`src/rtl/vend_pkg.sv`:
```
// Shared types and constants for the vending machine change path.
// Coin values are expressed in nickel units.
package vend_pkg;

    typedef enum logic [2:0] {
        IDLE,
        SELECT,
        PULSE,
        GAP,
        DONE
    } state_t;

    typedef enum logic [1:0] {
        COIN_NONE,
        COIN_Q,
        COIN_D,
        COIN_N
    } coin_sel_t;

    localparam int QUARTER = 5;
    localparam int DIME    = 2;
    localparam int NICKEL  = 1;

endpackage

```
`src/rtl/change_dispenser_timer.sv`:
```
// Loadable down-counter with a single-cycle expire flag.
// Loading len holds the owner for len+1 cycles before expire is seen.
module cycle_timer #(
    parameter int TW = 4
) (
    input  logic          clk,
    input  logic          rst,
    input  logic          load,
    input  logic [TW-1:0] len,
    output logic          expire
);

    logic [TW-1:0] cnt;
    logic          armed;

    always_ff @(posedge clk or posedge rst) begin
        if (rst) begin
            cnt   <= '0;
            armed <= 1'b0;
        end else if (load) begin
            cnt   <= len;
            armed <= 1'b1;
        end else if (armed) begin
            if (cnt == '0) begin
                armed <= 1'b0;
            end else begin
                cnt <= cnt - 1'b1;
            end
        end
    end

    assign expire = armed && (cnt == '0);

endmodule

```
`src/rtl/change_dispenser.sv`:
```
// Greedy coin dispenser: pays a change amount one coin at a time, largest
// coin first, skipping empty tubes, with fixed pulse and gap durations.
module change_dispenser
    import vend_pkg::*;
#(
    parameter int AMT_W        = 4,
    parameter int PULSE_CYCLES = 25000000,
    parameter int GAP_CYCLES   = 25000000
) (
    input  logic             clk,
    input  logic             rst,
    input  logic             req,
    input  logic [AMT_W-1:0] amount,
    input  logic             q_empty,
    input  logic             d_empty,
    input  logic             n_empty,
    output logic             busy,
    output logic             coin_q,
    output logic             coin_d,
    output logic             coin_n,
    output logic             done,
    output logic             short,
    output logic [AMT_W-1:0] remaining
);

    localparam int MAX_CYC = (PULSE_CYCLES > GAP_CYCLES) ? PULSE_CYCLES : GAP_CYCLES;
    localparam int TW      = $clog2(MAX_CYC) + 1;

    // Timer is loaded with length-1 so the state lasts exactly length cycles.
    localparam logic [TW-1:0]    P_LEN = TW'(PULSE_CYCLES - 1);
    localparam logic [TW-1:0]    G_LEN = TW'(GAP_CYCLES - 1);
    localparam logic [AMT_W-1:0] V_Q   = AMT_W'(QUARTER);
    localparam logic [AMT_W-1:0] V_D   = AMT_W'(DIME);
    localparam logic [AMT_W-1:0] V_N   = AMT_W'(NICKEL);

    state_t            state, state_nxt;
    coin_sel_t         sel, sel_nxt;
    logic [AMT_W-1:0]  rem_nxt;
    logic              short_nxt;
    logic              tmr_load;
    logic [TW-1:0]     tmr_len;
    logic              tmr_expire;

    cycle_timer #(.TW(TW)) u_timer (
        .clk    (clk),
        .rst    (rst),
        .load   (tmr_load),
        .len    (tmr_len),
        .expire (tmr_expire)
    );

    always_comb begin
        state_nxt = state;
        sel_nxt   = sel;
        rem_nxt   = remaining;
        short_nxt = 1'b0;
        tmr_load  = 1'b0;
        tmr_len   = P_LEN;
        case (state)
            IDLE: begin
                if (req) begin
                    rem_nxt   = amount;
                    state_nxt = SELECT;
                end
            end
            SELECT: begin
                tmr_len = P_LEN;
                if (remaining >= V_Q && !q_empty) begin
                    sel_nxt   = COIN_Q;
                    rem_nxt   = remaining - V_Q;
                    tmr_load  = 1'b1;
                    state_nxt = PULSE;
                end else if (remaining >= V_D && !d_empty) begin
                    sel_nxt   = COIN_D;
                    rem_nxt   = remaining - V_D;
                    tmr_load  = 1'b1;
                    state_nxt = PULSE;
                end else if (remaining >= V_N && !n_empty) begin
                    sel_nxt   = COIN_N;
                    rem_nxt   = remaining - V_N;
                    tmr_load  = 1'b1;
                    state_nxt = PULSE;
                end else begin
                    // Either fully paid or stuck with no usable tube.
                    sel_nxt   = COIN_NONE;
                    short_nxt = (remaining != '0);
                    state_nxt = DONE;
                end
            end
            PULSE: begin
                if (tmr_expire) begin
                    tmr_load  = 1'b1;
                    tmr_len   = G_LEN;
                    sel_nxt   = COIN_NONE;
                    state_nxt = GAP;
                end
            end
            GAP: begin
                if (tmr_expire) begin
                    state_nxt = SELECT;
                end
            end
            DONE: begin
                state_nxt = IDLE;
            end
            default: begin
                state_nxt = IDLE;
            end
        endcase
    end

    // Outputs are registered from the next-state decode so they line up with the state.
    always_ff @(posedge clk or posedge rst) begin
        if (rst) begin
            state     <= IDLE;
            sel       <= COIN_NONE;
            remaining <= '0;
            busy      <= 1'b0;
            coin_q    <= 1'b0;
            coin_d    <= 1'b0;
            coin_n    <= 1'b0;
            done      <= 1'b0;
            short     <= 1'b0;
        end else begin
            state     <= state_nxt;
            sel       <= sel_nxt;
            remaining <= rem_nxt;
            busy      <= (state_nxt != IDLE);
            coin_q    <= (state_nxt == PULSE) && (sel_nxt == COIN_Q);
            coin_d    <= (state_nxt == PULSE) && (sel_nxt == COIN_D);
            coin_n    <= (state_nxt == PULSE) && (sel_nxt == COIN_N);
            done      <= (state_nxt == DONE);
            short     <= short_nxt;
        end
    end

endmodule

```
`config.mk`:
```
export PLATFORM = sky130hd
export DESIGN_NAME = change_dispenser
export DESIGN_NICKNAME = d
export VERILOG_FILES = /design/src/rtl/vend_pkg.sv /design/src/rtl/change_dispenser_timer.sv /design/src/rtl/change_dispenser.sv
export SDC_FILE = /design/constraint.sdc
export NUM_CORES = 1
export LEC_CHECK = 0
export ABC_AREA = 0
export CAP_MARGIN = 20
export CORE_MARGIN = 4
export CORE_UTILIZATION = 45
export CTS_CLUSTER_DIAMETER = 150
export DETAILED_ROUTE_END_ITERATION = 10
export PLACE_DENSITY_LB_ADDON = 0.3
export SLEW_MARGIN = 20
export SYNTH_ARGS = -nofsm -noshare
export SYNTH_HDL_FRONTEND = slang
export SYNTH_SLANG_ARGS = --single-unit
```
`constraint.sdc`:
```
create_clock -name clk -period 3.4 [get_ports clk]
set_clock_uncertainty 0.1 [all_clocks]
set_input_delay 0.34 -clock clk [delete_from_list [all_inputs] [get_ports clk]]
set_output_delay 0.34 -clock clk [all_outputs]
set_load 0.03 [all_outputs]
```
# --- Yosys cells after proc, flatten, opt, wreduce, memory -nomap -nowiden ---
# Cells that the tools add are included.
word_totals:
  elab_cells: 79
  register_bits: 42
op_classes:
  addsub: 4
  n_reduce_logical: 18
  eq_ne: 11
  muxes: 32
  n_lt_le_gt_ge: 3
op_table:
  columns: ["cell", "n"]
  rows:
  - ["$mux W26", 3]
  - ["$logic_not A26 Y1", 1]
  - ["$sub A26 B1 Y26 const B", 1]
  - ["$mux W3", 6]
  - ["$mux W4", 4]
  - ["$pmux W3 S4", 1]
  - ["$mux W1", 11]
  - ["$eq A3 B2 Y1 const B", 3]
  - ["$mux W2", 4]
  - ["$pmux W4 S2", 1]
  - ["$logic_and A1 B1 Y1", 7]
  - ["$eq A2 B2 Y1 const B", 2]
  - ["$ge A4 B1 Y1 const B", 1]
  - ["$ge A4 B2 Y1 const B", 1]
  - ["$ge A4 B3 Y1 const B", 1]
  - ["$ne A2 B2 Y1 const B", 2]
  - ["$ne A4 B4 Y1 const B", 1]
  - ["$pmux W2 S2", 1]
  - ["$reduce_bool A2 Y1", 2]
  - ["$reduce_bool A4 Y1", 1]
  - ["$sub A4 B1 Y4 const B", 1]
  - ["$sub A4 B2 Y4 const B", 1]
  - ["$sub A4 B3 Y4 const B", 1]
  - ["$eq A3 B1 Y1 const B", 1]
  - ["8 further kinds", 10]

# --- Longest topological paths before layout ---
depth:
  depth_word: 8
  mapped_depth: 8
  depth_no_buf: 7

# --- By module ---
# A second synthesis with hierarchy kept.
hier_totals:
  cells_unflattened: 292
  area_unflattened_um2: 2723.9
modules_own_cells:
  columns: ["module", "n_inst", "cells_per_inst", "area_per_inst_um2", "seq_area_each_um2"]
  rows:
  - ["cycle_timer", 1, 184, 1676.6, 675.6]
  - ["change_dispenser", 1, 108, 1047.3, 375.4]

# --- Worst setup path after synthesis ---
# Ideal clock, no wire load.
synth_timing:
  path_type: "reg2reg"
  startpoint: "reg remaining[1]"
  endpoint: "reg u_timer.cnt[12]"
  period_less_slack_ns: 2.492
  path_stages_with_launch: 9
  path_buffers: 1
  required_time_ns: 3.168
  path_slack_ns: 0.908
  arrival_time_ns: 2.260
  path_cell_list: "dfrtp_1 inv_1 ha_1 nand2b_1 a211o_1 a21o_1 a21oi_2 buf_2 nand3_1"
synth_between:
  elab_chain_cells: 8
  elab_cells_between_ends: 14
  cone_classes: "3 x order compare; 1 x eq/ne; 5 x mux; 5 x reduce/logical"
synth_lines:
  columns: ["item", "line_no", "source"]
  rows:
  - ["start: declaration", "change_dispenser.sv:23", "output logic [AMT_W-1:0] remaining"]
  - ["start signal: assignment", "change_dispenser.sv:127", "remaining <= rem_nxt;"]
  - ["$ge A4 B1 Y1", "change_dispenser.sv:78", "end else if (remaining >= V_N && !n_empty) begin"]
  - ["$logic_and A1 B1 Y1", "change_dispenser.sv:78", null]
  - ["$mux W1", "change_dispenser.sv:78", null]
  - ["$mux W1", "change_dispenser.sv:73", "end else if (remaining >= V_D && !d_empty) begin"]
  - ["$mux W1 (*)", "change_dispenser.sv:68", "if (remaining >= V_Q && !q_empty) begin"]
  - ["$pmux W1 S2 (*)", "change_dispenser.sv:59", "case (state)"]
  - ["$ne A2 B2 Y1 (no line) or $reduce_bool A2 Y1 (tied branches)", null, null]
  - ["$reduce_and A2 Y1 (no line)", null, null]
  - ["end signal: assignment", "change_dispenser_timer.sv:21", "cnt <= len;"]
  - ["end signal: assignment", "change_dispenser_timer.sv:27", "cnt <= cnt - 1'b1;"]
  - ["end: declaration", "change_dispenser_timer.sv:13", "logic [TW-1:0] cnt;"]
# Every way passes the cells marked *; elsewhere a longest branch is shown, timed or not.
# A chain may end at the register's enable or synchronous reset.

# --- Worst setup path after layout ---
layout_timing:
  startpoint: "reg remaining[1]"
  endpoint: "reg remaining[1]"
layout_between:
  elab_chain_cells: 5
  elab_cells_between_ends: 15
  cone_classes: "3 x add/sub; 3 x order compare; 1 x eq/ne; 4 x mux; 4 x reduce/logical"
layout_lines:
  columns: ["item", "line_no"]
  rows:
  - ["$sub A4 B1 Y4 or $ge A4 B2 Y1 (tied branches)", "change_dispenser.sv:80, change_dispenser.sv:73"]
  - ["$mux W4 or $logic_and A1 B1 Y1 (tied branches)", "change_dispenser.sv:78, change_dispenser.sv:73"]
  - ["$mux W4", "change_dispenser.sv:73"]
  - ["$mux W4", "change_dispenser.sv:68"]
  - ["$pmux W4 S2", "change_dispenser.sv:59"]
# Parallel ways exist; a longest one is shown, timed or not. The select of a mux whose other input is x is not followed.

==> reports/metrics.yaml <==
place:
  gp_routability_congestion: 0.874
  placement.cell_area_um2: 2700
  dp_hpwl_mm: 3.74
  placed_cells: 340
  buffers_added_on_ports: 19
yosys:
  synth-seq-cells: 42
  netlist_instances: 255
  edff_count_synth: 0
  synth_most_common_cell: "dfrtp_1"
  synth.cells.most_frequent: "42 x dfrtp_1, 20 x nand2_1, 15 x nand3_1, 13 x nor2_1, 13 x o21ai_0"
  ys_seq_area_frac: 0.432
  synth.largest_area_cell: "dfrtp_1"
  post-synth-top-area-fraction: 0.432
  synthesis.nets: 274
  syn_area_um2: 2430
  post_synthesis_async_set_or_reset_flop_share: 1.00
  yosys_cell_types: 55
  netlist_top_cells_area: "dfrtp_1 43%, ha_1 4.6%, o31ai_1 3.4%"
  synth.yosys.warnings: 0
  ys.flop_type: "dfrtp_1"
  syn_area_per_cell_um2: 9.53
floorplan:
  start_util: 0.470
  boundaryPins: 20
  row_count: 26
  fp.coreArea_um2: 5170
  die_span_in_x_um: 81.5
  die_area_um2: 6640
  die_height_um: 81.5
route:
  post-route-drc-count: 0
  route.detailed.wl_per_inst_um: 14.8
  totalWireLength_mm: 5.17
  post_detailed_route_count_of_antenna_violating_nets: 0
  vias: 2051
  route.detailed.vias_per_inst: 5.89
  number_of_violations_reported_at_the_end_of_detailed_routing_iteration_0: 122
  detailedRoute.firstPassIterationCount: 4
clock_network:
  cts_hold_repair.buffers: 0
  post_cts_setup_driven_buffer_insertion_count: 0
  clock_latency_on_the_worst_skew_pair_ns: 0.29
  clock-sinks: 42
  htreeDepth: 2
  cts_buffers: 5
  clock_pin_slew_of_the_registers_on_the_worst_case_setup_and_hold_paths_ns: 0.08
  cts_buffer_depth: 2
  ctsRootBufferMaster: "clkbuf_8"
  cts.repair.resized: 0
  tritoncts: "done"
grt:
  overflow: 0
  grt_first_pass_wirelength_mm: 9.12
  grt_antenna_before_repair: 0
  first_global_vias: 1939
  grt_max_degree: 35
  globalRouteTotalUtil: 0.175
worst_setup_path:
  cp-start-kind: "flop"
  crit_family: "compound AO/OA/AOI/OAI gates"
  cp.arrival_ns: 2.70
  critical-path-slowest-cell: "a211oi_1"
  crit_path_cell_trace: "inv_1 -> ha_1 -> nand2b_1 -> a211o_1 -> a211oi_1 -> o21ai_0 -> a31o_2"
  cp_slowest_stage_delay_ns: 0.53
  cp_data_required_time_ns: 3.49
  setup.worst_path.class: "flop to flop"
  timing.critical_path.buf_inv: 1
  worst-path-max-fanout: 8
  worst_setup_path_end_kind: "flop"
sta:
  slew_headroom: 0.502
  tightest_slew_ns: 0.746
  final_max_slew_viol_count: 0
  setup_repair_after_global_routing_missed_its_margin: "false"
  max_clock_freq_mhz: 382
  timing.final.hold_violations: 0
  period_share: 0.769
  post_layout_minimum_cycle_time_ns: 2.62
  timing.setup.tns_ns: 0
  timing.final.setup_violations: 0
final_layout:
  fin_nets: 296
  n_antenna_cell: 0
  syn2layout_area_growth_pct: 15.7
  drive_above_1_share: 0.108
  final_design_area_no_fill_um2: 2810
  final_instance_count_without_filler_cells: 348
status:
  outcome: "complete, no violations"
power:
  power_density_nw_per_um2: 737
  power.static_leakage_uw: 0.00103
  maximum_ir_drop_on_the_vdd_rail_uv: 368
min_path:
  hold_path_class: "input pin to asynchronous set/reset pin"
flow_run:
  maxCapViolCount: 0
power breakdown:
group,switching [uW],total [uW],internal [uW]
logic,462,829,367
clock network,164,380,216
registers,210,864,653
total,836,2070,1240
metal layers:
| metal | global-route usage | up-vias | part of all wire |
|---|---|---|---|
| li1 | - | 1019 | - |
| met1 | 0.248 | 985 | 0.50 |
| met2 | 0.270 | 39 | 0.46 |
| met3 | 0.0307 | 8 | 0.030 |
| met4 | 0.0541 | 0 | 0.014 |
| met5 | 0 | - | 0 |
per-stage QoR:
stage                     utilization  total power [uW]  setup slack (ns)  hold WS, ns
after global placement          0.523              1680             0.816        0.434
after floorplan                     -              1450             0.908        0.369
after detailed placement        0.523              1700             0.863        0.443
final                           0.544              2070             0.785        0.188
after CTS                       0.544              2080             0.842        0.200
after global routing            0.544              2240             0.506        0.247
worst paths after layout:
check	startpoint	end	slack [ns]	cells past startpoint
setup / recovery	remaining[1]	remaining[1]	0.78	7
hold / removal	rst	busy	0.19	2
setup reg to reg	remaining[1]	remaining[1]	0.78	7
hold reg to reg	u_timer.cnt[15]	u_timer.cnt[15]	0.45	2
max in group asynchronous	rst	u_timer.cnt[22]	2.28	3
min in group clk	u_timer.cnt[15]	u_timer.cnt[15]	0.45	2
kinds of logic (layout without fill, tap and decap cells):
| family | Yosys count | count (layout) | synth area share |
|---|---|---|---|
| simple gates | 109 | 109 | 0.269 |
| compound gates | 72 | 72 | 0.202 |
| flops | 42 | 42 | 0.432 |
| buf+inv | 17 | 40 | 0.0283 |
| fa+ha+maj | 9 | 9 | 0.0463 |
| xor+xnor | 5 | 5 | 0.0180 |
| mux | 1 | 1 | 0.00412 |
registers in the layout, indices dropped and copies added, names as in the netlist:
signal and count:
busy 1, coin_n 1, remaining 4, done 1
short 1, sel 2, u_timer.cnt 26, state 3
u_timer.armed 1, coin_q 1, coin_d 1
placed cells by master, fill, tap and decap left out, drive strengths merged, types with 3 or more instances in the layout:
cell type	count
inv	9
o31ai	11
nor2	13
dfrtp	42
ha	9
nor3	10
o22ai	3
or2	4
o21ai	14
buf	4
a211oi	6
nand3b	3
o211ai	5
and3	3
nand4	3
nor4	7
nor2b	3
nand2	20
clkbuf	5
a21o	3
clkdlybuf4s50	19
nand3	15
or3	12
or4	8
a21oi	14
xor2	3
layout make-up:
type | count | area, um2
Tap cell | 70 | 87.6
Clock buffer | 5 | 68.8
Inverter | 9 | 33.8
Clock inverter | 3 | 40.0
Fill cell | 458 | 2360
Multi-Input combinational cell | 196 | 1310
Timing Repair Buffer | 23 | 220
Sequential cell | 42 | 1050
No activity file was read; power rests on OpenSTA's default activity.
